==> src/rtl/board_scanner_pkg.sv <==
// Shared widths, types and address helper for the board scanner.
// Row 0 of the board is word addresses 0..WORDS_PER_ROW-1, bit i of a word is cell x = k*WORD_WIDTH+i.
package board_scanner_pkg;

  localparam int unsigned BOARD_SIZE    = 480;
  localparam int unsigned WORD_WIDTH    = 16;
  localparam int unsigned RD_LATENCY    = 2;
  localparam int unsigned H_TOTAL       = 800;
  localparam int unsigned V_TOTAL       = 524;
  localparam int unsigned PREFETCH_H    = 700;
  localparam int unsigned WORDS_PER_ROW = BOARD_SIZE / WORD_WIDTH;
  localparam int unsigned ADDR_W        = $clog2(BOARD_SIZE * BOARD_SIZE / WORD_WIDTH);
  localparam int unsigned HCOUNT_W      = 11;
  localparam int unsigned VCOUNT_W      = 10;
  localparam int unsigned WIDX_W        = $clog2(WORD_WIDTH);
  localparam int unsigned WORD_IDX_W    = HCOUNT_W - WIDX_W;

  typedef logic [HCOUNT_W-1:0]   hcount_t;
  typedef logic [VCOUNT_W-1:0]   vcount_t;
  typedef logic [ADDR_W-1:0]     board_addr_t;
  typedef logic [WORD_WIDTH-1:0] word_t;

  typedef enum logic [1:0] {S_IDLE, S_PREFETCH, S_STREAM} state_e;
  typedef enum logic {TAG_CUR, TAG_NXT} tag_e;

  typedef struct packed {
    logic valid;
    tag_e tag;
  } slot_t;

  function automatic board_addr_t row_base(input vcount_t row);
    return board_addr_t'(row) * board_addr_t'(WORDS_PER_ROW);
  endfunction

endpackage

==> src/rtl/board_scanner_if.sv <==
// Read port of the shared board BRAM as seen by the scanner (master) and the memory (slave).
interface board_scanner_if;
  import board_scanner_pkg::*;

  logic        mem_rd_out;
  board_addr_t mem_addr_out;
  word_t       mem_data_in;

  modport master (output mem_rd_out, output mem_addr_out, input mem_data_in);
  modport slave  (input mem_rd_out, input mem_addr_out, output mem_data_in);
endinterface

==> src/rtl/board_scanner.sv <==
// Streams board cells to the renderer in raster order, fetching packed words one word ahead of the beam.
// done_out is high whenever the memory port is free for the updater.
module board_scanner
  import board_scanner_pkg::*;
(
  input  logic            clk_in,
  input  logic            rst_in,
  input  hcount_t         hcount_in,
  input  vcount_t         vcount_in,
  board_scanner_if.master mem,
  output logic            cell_alive_out,
  output logic            done_out
);

  state_e      r_state;
  word_t       r_cur;
  word_t       r_nxt;
  logic        r_row_valid;
  board_addr_t r_row_base;
  logic        r_last_row;
  logic        r_drain;
  logic        r_rd;
  tag_e        r_rd_tag;
  board_addr_t r_addr;
  logic        r_done;
  slot_t       r_pipe [RD_LATENCY];

  logic                  w_has_target;
  vcount_t               w_target;
  logic                  w_at_prefetch;
  logic [WORD_IDX_W-1:0] w_word_idx;
  logic [WIDX_W-1:0]     w_bit;
  logic                  w_issue_nxt;
  logic                  w_row_end;
  logic                  w_word_end;
  logic                  w_busy;
  slot_t                 w_ret;

  // Row to fetch when the beam reaches the prefetch column of the current line.
  always_comb begin
    w_has_target = 1'b0;
    w_target     = '0;
    if (vcount_in == VCOUNT_W'(V_TOTAL - 1)) begin
      w_has_target = 1'b1;
    end else if (32'(vcount_in) + 32'd1 < 32'(BOARD_SIZE)) begin
      w_has_target = 1'b1;
      w_target     = vcount_in + VCOUNT_W'(1);
    end
  end

  assign w_word_idx    = hcount_in[HCOUNT_W-1:WIDX_W];
  assign w_bit         = hcount_in[WIDX_W-1:0];
  assign w_at_prefetch = (hcount_in == HCOUNT_W'(PREFETCH_H));
  assign w_issue_nxt   = (r_state == S_STREAM) && (w_bit == '0)
                         && (w_word_idx < WORD_IDX_W'(WORDS_PER_ROW - 1));
  assign w_row_end     = (r_state == S_STREAM) && (hcount_in == HCOUNT_W'(BOARD_SIZE - 1));
  // Gated to the visible part so blanking columns with matching low bits cannot clobber cur.
  assign w_word_end    = (&w_bit) && (hcount_in < HCOUNT_W'(BOARD_SIZE));
  assign w_ret         = r_pipe[RD_LATENCY-1];

  always_comb begin
    w_busy = r_rd;
    for (int i = 0; i < RD_LATENCY; i++) begin
      w_busy = w_busy | r_pipe[i].valid;
    end
  end

  assign cell_alive_out   = r_row_valid
                            && (hcount_in < HCOUNT_W'(BOARD_SIZE))
                            && (vcount_in < VCOUNT_W'(BOARD_SIZE))
                            && r_cur[w_bit];
  assign mem.mem_rd_out   = r_rd;
  assign mem.mem_addr_out = r_addr;
  assign done_out         = r_done;

  always_ff @(posedge clk_in) begin
    if (rst_in) begin
      r_state     <= S_IDLE;
      r_cur       <= '0;
      r_nxt       <= '0;
      r_row_valid <= 1'b0;
      r_row_base  <= '0;
      r_last_row  <= 1'b0;
      r_drain     <= 1'b0;
      r_rd        <= 1'b0;
      r_rd_tag    <= TAG_CUR;
      r_addr      <= '0;
      r_done      <= 1'b1;
      for (int i = 0; i < RD_LATENCY; i++) begin
        r_pipe[i] <= '{valid: 1'b0, tag: TAG_CUR};
      end
    end else begin
      r_rd      <= 1'b0;
      r_pipe[0] <= '{valid: r_rd, tag: r_rd_tag};
      for (int i = 1; i < RD_LATENCY; i++) begin
        r_pipe[i] <= r_pipe[i-1];
      end

      // Data is only trusted in the slot that lines up with its strobe.
      if (w_ret.valid) begin
        if (w_ret.tag == TAG_CUR) r_cur <= mem.mem_data_in;
        else                      r_nxt <= mem.mem_data_in;
      end

      if (hcount_in == HCOUNT_W'(BOARD_SIZE)) r_row_valid <= 1'b0;

      if (r_drain && !w_busy) begin
        r_done  <= 1'b1;
        r_drain <= 1'b0;
      end

      case (r_state)
        S_IDLE: begin
          if (w_at_prefetch && w_has_target) begin
            r_rd       <= 1'b1;
            r_rd_tag   <= TAG_CUR;
            r_addr     <= row_base(w_target);
            r_row_base <= row_base(w_target);
            r_last_row <= (w_target == VCOUNT_W'(BOARD_SIZE - 1));
            r_done     <= 1'b0;
            r_drain    <= 1'b0;
            r_state    <= S_PREFETCH;
          end
        end
        S_PREFETCH: begin
          if (w_ret.valid && (w_ret.tag == TAG_CUR)) begin
            r_row_valid <= 1'b1;
            r_state     <= S_STREAM;
          end
        end
        S_STREAM: begin
          if (w_issue_nxt) begin
            r_rd     <= 1'b1;
            r_rd_tag <= TAG_NXT;
            r_addr   <= r_row_base + board_addr_t'(w_word_idx) + board_addr_t'(1);
          end
          if (w_word_end) r_cur <= r_nxt;
          if (w_row_end) begin
            r_state <= S_IDLE;
            if (r_last_row) begin
              if (w_busy) r_drain <= 1'b1;
              else        r_done  <= 1'b1;
            end
          end
        end
        default: r_state <= S_IDLE;
      endcase
    end
  end

endmodule

==> src/flat_wrapper.sv <==
// flat-port wrapper written by rule: the top's interface ports become plain ports
module board_scanner_flat import board_scanner_pkg::*;
  (clk_in, rst_in, hcount_in, vcount_in, cell_alive_out, done_out, mem_mem_rd_out, mem_mem_addr_out, mem_mem_data_in);
  board_scanner_if mem_i ();
  input  logic clk_in;
  input  logic rst_in;
  input  hcount_t hcount_in;
  input  vcount_t vcount_in;
  output logic cell_alive_out;
  output logic done_out;
  output wire logic [$bits(mem_i.mem_rd_out)-1:0] mem_mem_rd_out;
  output wire logic [$bits(mem_i.mem_addr_out)-1:0] mem_mem_addr_out;
  input wire logic [$bits(mem_i.mem_data_in)-1:0] mem_mem_data_in;
  assign mem_mem_rd_out = mem_i.mem_rd_out;
  assign mem_mem_addr_out = mem_i.mem_addr_out;
  assign mem_i.mem_data_in = mem_mem_data_in;
  board_scanner u_core (.clk_in(clk_in), .rst_in(rst_in), .hcount_in(hcount_in), .vcount_in(vcount_in), .mem(mem_i), .cell_alive_out(cell_alive_out), .done_out(done_out));
endmodule
==> config.mk <==
export PLATFORM = sky130hd
export DESIGN_NAME = board_scanner_flat
export DESIGN_NICKNAME = d
export VERILOG_FILES = /design/src/rtl/board_scanner_pkg.sv /design/src/rtl/board_scanner_if.sv /design/src/rtl/board_scanner.sv /design/src/flat_wrapper.sv
export SDC_FILE = /design/constraint.sdc
export NUM_CORES = 1
export LEC_CHECK = 0
export CORE_AREA = 2 2 104 106
export CTS_CLUSTER_SIZE = 10
export DETAILED_ROUTE_END_ITERATION = 10
export DIE_AREA = 0 0 106 108
export GPL_TIMING_DRIVEN = 0
export PLACE_DENSITY = 0.71
export SETUP_SLACK_MARGIN = 0.4
export SYNTH_ARGS = -nofsm -noshare
export SYNTH_HDL_FRONTEND = slang
export SYNTH_SLANG_ARGS = --single-unit
==> constraint.sdc <==
create_clock -name clk_in -period 12.9 [get_ports clk_in]
set_input_delay 1.29 -clock clk_in [delete_from_list [all_inputs] [get_ports clk_in]]
set_output_delay 1.29 -clock clk_in [all_outputs]
set_load 0.01 [all_outputs]
Word level (Yosys, flattened, before mapping)
Memory sizes are Yosys's and may differ from the RTL's. Cells that the tools add are included.

Memories kept: 1. Output and inout bits: 17. Bits in registers: 67. Bits in writable memories: 4.

Magnitude comparators: 5. Add/subtract/negate cells: 4. Multiply operators: 1. Eq/ne operators: 11. Muxes and demuxes: 43. Bitwise operators: 5. Reductions and logical operators: 19.

Memory list: u_core.r_pipe (words 2, width 2, read ports 2, clocked after Yosys merged registers in 0, write ports 2, RTL line board_scanner.sv:26) `slot_t r_pipe [RD_LATENCY];`.

Operators by type and width (number): $mux W16 (4); $lt A32 B9 Y1 const B (1); $mux W14 (2); $pmux W14 S2 (1); $mux W1 (23); $eq A11 B9 Y1 const B (2); $mux W10 (2); $add A14 B1 Y14 const B (1); $add A14 B7 Y14 (1); $mul A10 B4 Y13 const B (1); $add A10 B1 Y11 const B (1); $eq A11 B10 Y1 const B (1); $lt A11 B9 Y1 const B (1); $add A10 B1 Y10 const B (1); $eq A10 B10 Y1 const B (1); $eq A10 B9 Y1 const B (1); $logic_and A1 B1 Y1 (10); $lt A10 B9 Y1 const B (1); $mux W2 (5); $ne A2 B1 Y1 const B (4); $pmux W1 S2 (4); $lt A7 B5 Y1 const B (1); $pmux W2 S3 (1); $reduce_and A3 Y1 (2); other kinds (12) (16).

Longest topological paths before layout
Gate-level depths: netlist of the first run. An unclocked memory read counts as a cell.

Word-level depth: 10. Mapped depth: 20.

Least setup slack after synthesis of the first run
OpenSTA, ideal clock, no wires.

Kind: input -> register. Start point: input vcount_in[0]. End point: register u_core.r_row_base[12]. Slack: 7.564 ns. Buffers on the path: 3. Data arrival time: 5.203 ns. Stages on the path: 19. Required time: 12.768 ns. Path through: ha_1 -> and4_4 -> nand4_1 -> and2_1 -> buf_6 -> and2_1 -> clkbuf_1 -> or2_1 -> inv_2 -> fa_1 -> fa_1 -> ha_1 -> clkbuf_1 -> a21o_1 -> a21o_1 -> o31a_1 -> or3_1 -> nand3_1 -> a21oi_1.

Longest elaborated chain between the ends: 6. Elaborated cells between the ends (all ways): 11. Classes of those cells: 2 x add/sub; 1 x mul; 1 x order compare; 1 x eq/ne; 4 x mux; 2 x reduce/logical.

Ends and longest elaborated chain: from (decl) (RTL line flat_wrapper.sv:8) `input vcount_t vcount_in;`; parallel branches: the longest is 6 deep, another holds $lt A32 B9 Y1; to (signal assigned) (RTL line board_scanner.sv:118) `r_row_base <= row_base(w_target);`; to (decl) (RTL line board_scanner.sv:19) `board_addr_t r_row_base;`.

Parallel ways; which one is timed is not known. A chain may end at the register's enable or synchronous reset.

Final worst setup path of the first run
Start point: input vcount_in[0]. End point: register u_core.r_addr[10] (netlist: u_core.mem.mem_addr_out[10]).

Longest elaborated chain between the ends: 7. Elaborated cells between the ends (all ways): 14. Classes of those cells: 2 x add/sub; 1 x mul; 1 x order compare; 2 x eq/ne; 6 x mux; 2 x reduce/logical.

Ends and longest elaborated chain: $add A10 B1 Y11 (RTL line board_scanner.sv:45) `end else if (32'(vcount_in) + 32'd1 < 32'(BOARD_SIZE)) begin`; $lt A32 B9 Y1 (RTL line board_scanner.sv:45); $mux W10 or $mux W1 (tied branches) (RTL line board_scanner.sv:45); $mux W10 or $mux W1 (tied branches) (RTL line board_scanner.sv:43) `if (vcount_in == VCOUNT_W'(V_TOTAL - 1)) begin`; $mul A10 B4 Y13 or $logic_and A1 B1 Y1 (tied branches) (RTL line board_scanner_pkg.sv:32, board_scanner.sv:114); $mux W14 or $ne A2 B1 Y1 (tied branches); $pmux W14 S2 or $reduce_and A3 Y1 (tied branches); to (signal assigned) (RTL line board_scanner.sv:117) `r_addr <= row_base(w_target);`; to (signal assigned) (RTL line board_scanner.sv:135) `r_addr <= r_row_base + board_addr_t'(w_word_idx) + board_addr_t'(1);`; to (decl) (RTL line board_scanner.sv:24) `board_addr_t r_addr;`.

Several ways; a longest one is shown, not always the timed one. The select of a mux whose other input is x is not followed.

==> results of run 1 <==
Yosys cell counts, drive strengths merged, types with 4 or more instances:
library cell and instances:
nor4 6, ha 25, inv 27, nand2b 7, nor2b 8, o21ai 21, and4 4, buf 15
a21oi 61, nand4 16, xnor2 10, a311oi 16, a211oi 14, dfxtp 71, nand3b 8, xor2 11
and2 8, nand3 9, fa 16, mux2i 5, a21o 8, o21a 5, clkbuf 24, nor3 11
mux4 5, nand2 104, nor2 51, or2 8, or3 4
kinds of logic (layout without fill, tap and decap cells):
group / after synthesis / count (layout) / share of synthesized area (%)
and+or+nand+nor: 257 / 257 / 25.3
AOI/OAI and AO/OA: 160 / 160 / 21.4
DFF: 71 / 71 / 28.2
buffers and inverters: 66 / 132 / 5.52
adders and majority gates: 41 / 41 / 12.6
xor gates and xnor gates: 21 / 21 / 3.65
muxes: 10 / 10 / 3.23
other: 2 / 5 / 0.149
registers in the layout (all words and copies together), names as in the netlist:
name	cells
u_core.r_drain	1
u_core.r_pipe	4
u_core.done_out	1
u_core.r_row_valid	1
u_core.r_last_row	1
u_core.r_rd_tag	1
u_core.r_row_base	13
u_core.r_state	2
u_core.mem.mem_rd_out	1
u_core.r_cur	16
u_core.mem.mem_addr_out	14
u_core.r_nxt	16
worst max-delay path: stages:
cell and delay [ns]:
clkdlybuf4s50_1 0.55, ha_1 0.29, and4_4 0.28, a21oi_1 0.07
o21ai_1 0.31, and2_1 0.19, clkbuf_1 0.26, nor2_1 0.15
fa_1 0.49, inv_1 0.05, fa_1 0.52, inv_1 0.04
ha_1 0.35, o21ai_0 0.24, o21bai_1 0.12, a2111oi_0 0.57
nor3_1 0.17, o31ai_1 0.37, o21ai_1 0.09
power groups by stage:
stage | Sequential (uW) | Clock, uW | Combinational, uW
finish | 219 | 194 | 162
global route | 219 | 204 | 178
CTS | 219 | 198 | 159
detailed placement | 224 | 0 | 158
global placement | 224 | 0 | 154
floorplan | 224 | 0 | 109
per-layer routing:
| layer | vias up | wire length, um |
|---|---|---|
| met4 | 0 | 550 |
| li1 | 2354 | - |
| met2 | 161 | 6470 |
| met1 | 2259 | 5960 |
| met5 | - | 0 |
| met3 | 39 | 755 |
how the worst min path moves through the flow:
stage                                                          to  slack (ns)  depth (start not counted)
after floorplan                    u_core.r_pipe[0][2]$_SDFF_PP0_        0.41                          1
after global placement             u_core.r_pipe[0][2]$_SDFF_PP0_        0.44                          1
after detailed placement           u_core.r_pipe[0][2]$_SDFF_PP0_        0.44                          1
after CTS                 u_core.mem.mem_addr_out[9]$_SDFFE_PP0P_        0.46                          2
after global routing      u_core.mem.mem_addr_out[9]$_SDFFE_PP0P_        0.47                          2
final                              u_core.r_pipe[0][2]$_SDFF_PP0_        0.45                          1
stage by stage:
step           hold WS (ns)  utilization (%)
5_1_grt               0.471             58.0
6_report              0.451             58.0
2_1_floorplan         0.414                -
3_3_place_gp          0.442             56.0
3_5_place_dp          0.436             56.0
4_1_cts               0.457             58.0
final cells by class:
type                    count  area, um^2
plain buffers              39         176
flip-flops and latches     71        1420
clock buffers               9         124
repair buffers             51         510
multi-input cells         494        3350
clock inverters             6        86.3
inverters                  27         101
well taps                 136         170
fillers                   970        4300
==> reports/metrics.cfg, run 1 <==
[run_status]
status = complete, no violations

[yosys]
synth_cell_types = 68
synth_edf_count = 0
synthesis.instances = 628
ys_seq_area_share_pct = 28.2
yosysTopAreaCell = dfxtp_1
yosys_register_bits = 71
netlist_area_um2 = 5030
avgSynthCellArea_um2 = 8.02
synth_top_area_share_pct = 28.2
async_reset_ff_share_pct = 0
yosys_warnings = 0
ys.flop_type = dfxtp_1
synthTopCellsByArea = dfxtp_1 (28%), nand2_1 (7.8%), fa_1 (6.4%)

[sta]
rsz0062_at_grt = no
period_minus_slack_ns = 6.18
setup_viol_count_final = 0
clock_skew_ns = 0.0114
tightest_slew_ns = 0.792
final_hold_viol_count = 0
fin_ws_ns = 6.72
maxSlewViolCount = 0
relSlewSlack_pct = 46.7
fin_tns_setup_ns = 0
fin_crit_sh_pct = 47.9
clock.fmax_mhz = 162

[clocking]
h-tree-depth = 3
cts_hold_buf = 0
post_cts_resized = 0
clk_pin_slew_ns = 0.07
cts_max_path_buffers = 2
clkSinkCount = 71
cts_tree = yes
cts_buffers = 9
root_buffer = clkbuf_8
clk_latency_ns = 0.36
post-cts-setup-buffers = 0

[global_route]
grt_pass1_wl_um = 22600
grt_use_met3_pct = 3.68
grt_pass1_vias = 4824
busiest_layer = met2
antenna_found_initial = 0
grtUsageMet2_pct = 42.2
grt_overflow = 0
grt.total_usage_pct = 24.9
use_met1_pct = 30.9
grt_max_degree = 13

[run]
drv_cap = 0

[routing]
route.vias.total = 4813
drtIter0Drc = 281
drc = 0
antenna_left = 0
finalWirelength_um = 13700
vias_per_cell = 5.78
routedWlPerCell_um = 16.5
drt_first_pass_iters = 5

[power_and_ir_drop]
p_switching_uw = 183
sw_frac_of_total_pct = 31.8
power_uw = 574
powerDensity_nw_per_um2 = 96.8
ir_worst_vdd_mv = 0.0537
intPower_uw = 392
comb_power_share_pct = 28.1
power_leakage_uw = 0.00221
seqPwrFrac_pct = 38.1
clkPwrFrac_pct = 33.7

[critical_path]
cp.required_ns = 13.14
crit_arrival_ns = 6.42
critPathCapture = u_core.mem.mem_addr_out[10]$_SDFFE_PP0P_
worstRegToRegCells = 8
crit_path_end_kind = register
reg2reg_setup_slack_ns = 10.70
worstSetupStartpointType = input pin
reg2reg_to = u_core.mem.mem_addr_out[4]$_SDFFE_PP0P_
cp_max_fo = 9
regToRegStartpoint = u_core.r_state[0]$_SDFFE_PP0P_
worstSetupPathType = in2reg
startpoint = vcount_in[0]

[die]
initial_core_util_pct = 49.2
dieArea_um2 = 11400
core_area_um2 = 10200
rows = 37
die_w_um = 106
ios = 56
die_h_um = 108

[finish]
num_antenna_cells = 0
area_growth_pct = 17.9
final_area_um2 = 5940
num-nets-final = 773
drive_gt1_share_pct = 7.46
layout_common_cells = nand2_1 (104), dfxtp_1 (71), a21oi_1 (60)
layout.cells.non_filler = 833
layout_commonest_cell = nand2_1

[placement]
dp.final_hpwl_um = 10600
place_area_um2 = 5730
dp_slack_ns = 6.44
port_buffers = 51
place_congestion = 0.952
placed_cells = 818

[hold_path]
worstHoldPathType = reg2reg
min_from = u_core.r_pipe[0][0]$_SDFF_PP0_

(Power assumes the default switching activity.)
==> run 2: changes to the inputs <==
--- a/config.mk
+++ b/config.mk
@@ -10,7 +10,7 @@
 export DETAILED_ROUTE_END_ITERATION = 10
 export DIE_AREA = 0 0 106 108
 export GPL_TIMING_DRIVEN = 0
-export PLACE_DENSITY = 0.71
+export PLACE_DENSITY = 0.74
 export SETUP_SLACK_MARGIN = 0.4
 export SYNTH_ARGS = -nofsm -noshare
 export SYNTH_HDL_FRONTEND = slang
==> constraint.sdc (replaced) <==
create_clock -name clk_in -period 5.5 [get_ports clk_in]
set_input_delay 0.55 -clock clk_in [delete_from_list [all_inputs] [get_ports clk_in]]
set_output_delay 0.55 -clock clk_in [all_outputs]
set_load 0.01 [all_outputs]
==> reports/metrics.cfg, run 2 (synthesis gave the netlist of run 1 again) <==
[routing]
drtIter0Drc = 317
drt_first_pass_iters = 5
finalWirelength_um = 13900
vias_per_cell = 5.85
route.vias.total = 4875
routedWlPerCell_um = 16.6
antenna_left = 0
drc = 0

[hold_path]
min_delay_path_depth = 2
hold_end = u_core.mem.mem_addr_out[8]$_SDFFE_PP0P_
worstHoldPathType = reg2reg
min_from = u_core.mem.mem_addr_out[8]$_SDFFE_PP0P_

[critical_path]
crit_arrival_ns = 5.12
reg2reg_to = u_core.mem.mem_addr_out[2]$_SDFFE_PP0P_
cp_max_fo = 10
regToRegStartpoint = u_core.r_state[0]$_SDFFE_PP0P_
worstRegToRegCells = 8
cp.required_ns = 5.73
reg2reg_setup_slack_ns = 3.20
worstSetupPathType = in2reg
worstSetupStartpointType = input pin
crit_path_end_kind = register

[sta]
final_hold_viol_count = 0
clock_skew_ns = 0.0160
fin_crit_sh_pct = 88.8
fin_tns_setup_ns = 0
rsz0062_at_grt = no
period_minus_slack_ns = 4.88
relSlewSlack_pct = 46.1
setup_viol_count_final = 0
tightest_slew_ns = 0.801
clock.fmax_mhz = 205
maxSlewViolCount = 0

[finish]
num-nets-final = 773
layout_common_cells = nand2_1 (104), dfxtp_1 (71), a21oi_1 (59)
layout_commonest_cell = nand2_1
num_antenna_cells = 0
layout.cells.non_filler = 834
area_growth_pct = 19.4
drive_gt1_share_pct = 9.03

[placement]
dp.final_hpwl_um = 10700
port_buffers = 51
placed_cells = 818
place_congestion = 0.949

[global_route]
grt_max_degree = 15
grt_pass1_vias = 4771
grt_pass1_wl_um = 22900
grt_overflow = 0
antenna_found_initial = 0
grt.total_usage_pct = 25.1

[die]
dieArea_um2 = 11400
core_area_um2 = 10200
die_h_um = 108
rows = 37
initial_core_util_pct = 49.2
die_w_um = 106
ios = 56

[run]
drv_cap = 0

[clocking]
cts_buffers = 9
root_buffer = clkbuf_8
cts_max_path_buffers = 2
clk_latency_ns = 0.35
cts_tree = yes
h-tree-depth = 3
clkSinkCount = 71
clk_pin_slew_ns = 0.08
cts_hold_buf = 0

[power_and_ir_drop]
ir_worst_vdd_mv = 0.108
clkPwrFrac_pct = 34.8
power_leakage_uw = 0.00228
seqPwrFrac_pct = 37.3
powerDensity_nw_per_um2 = 229
p_switching_uw = 446
power_uw = 1380
comb_power_share_pct = 28.0
sw_frac_of_total_pct = 32.4
intPower_uw = 933

[run_status]
status = complete, no violations

-- run 2: cell count changes in the layout (fill, tap and decap cells not counted), sizes merged --
cell           previous run  this run
clkdlybuf4s50            51        44
dlymetal6s2s              0         5
inv                      27        30
clkdlybuf4s15             0         1
clkinv                    3         2
clkinvlp                  1         0
dlygate4sd2               0         1
-- run 2: final cells by class --
type | instances | area (um^2)
plain buffers | 39 | 178
clock buffers | 9 | 124
clock inverters | 7 | 103
fillers | 939 | 4220
inverters | 27 | 101
multi-input cells | 494 | 3390
flip-flops and latches | 71 | 1420
well taps | 136 | 170
repair buffers | 51 | 522
-- run 2: critical path: stages --
cell	delay [ns]
clkdlybuf4s15_1	0.32
ha_4	0.21
and4_4	0.25
nand4_1	0.12
and2_1	0.17
buf_6	0.14
and2_1	0.13
clkbuf_2	0.18
or2_1	0.30
inv_2	0.11
fa_1	0.45
fa_1	0.49
ha_1	0.38
or2_2	0.35
a31o_2	0.26
o2111ai_1	0.13
nand2_1	0.15
a211oi_2	0.31
o21ai_1	0.10
-- run 2: how the worst max path moves through the flow --
stage	startpoint	to	slack, ns	depth (start not counted)
CTS	vcount_in[7]	u_core.mem.mem_addr_out[13]$_SDFFE_PP0P_	0.52	18
floorplan	vcount_in[0]	u_core.r_row_base[12]$_SDFFE_PP0P_	0.90	19
global placement	vcount_in[0]	u_core.mem.mem_addr_out[10]$_SDFFE_PP0P_	-0.26	19
finish	vcount_in[0]	u_core.mem.mem_addr_out[13]$_SDFFE_PP0P_	0.62	19
global route	vcount_in[0]	u_core.mem.mem_addr_out[13]$_SDFFE_PP0P_	0.41	19
detailed placement	vcount_in[0]	u_core.mem.mem_addr_out[10]$_SDFFE_PP0P_	-0.30	19
-- run 2: metal layers --
metal / routed length, um / global-route usage, % / up-vias
met1: 6010 / 31.2 / 2299
met5: 0 / 0 / -
li1: - / - / 2368
met2: 6720 / 43.5 / 178
met3: 768 / 4.58 / 30
met4: 386 / 9.59 / 0
-- run 2: metrics by stage --
stage | setup slack (ns) | instance area [um^2] | hold WS, ns | util, %
CTS | 0.516 | 5980 | 0.459 | 58.4
detailed placement | -0.301 | 5730 | 0.448 | 56.0
finish | 0.616 | 6010 | 0.456 | 58.7
global placement | -0.257 | 5730 | 0.441 | 56.0
global route | 0.413 | 6010 | 0.478 | 58.7
floorplan | 0.904 | 5040 | 0.414 | -
-- run 2: power by group through the flow --
stage          sequential (uW)  clock (uW)  combinational [uW]
2_1_floorplan              526           0                 257
3_3_place_gp               526           0                 362
3_5_place_dp               526           0                 370
4_1_cts                    514         487                 379
5_1_grt                    514         511                 428
6_report                   514         479                 386
-- run 2: what timing repair did --
action,CTS,global route
resized for setup,10,10
pin swaps,2,1
buffers inserted,0,0
endpoints found under the hold margin,0,0
endpoints found under the setup margin,8,6
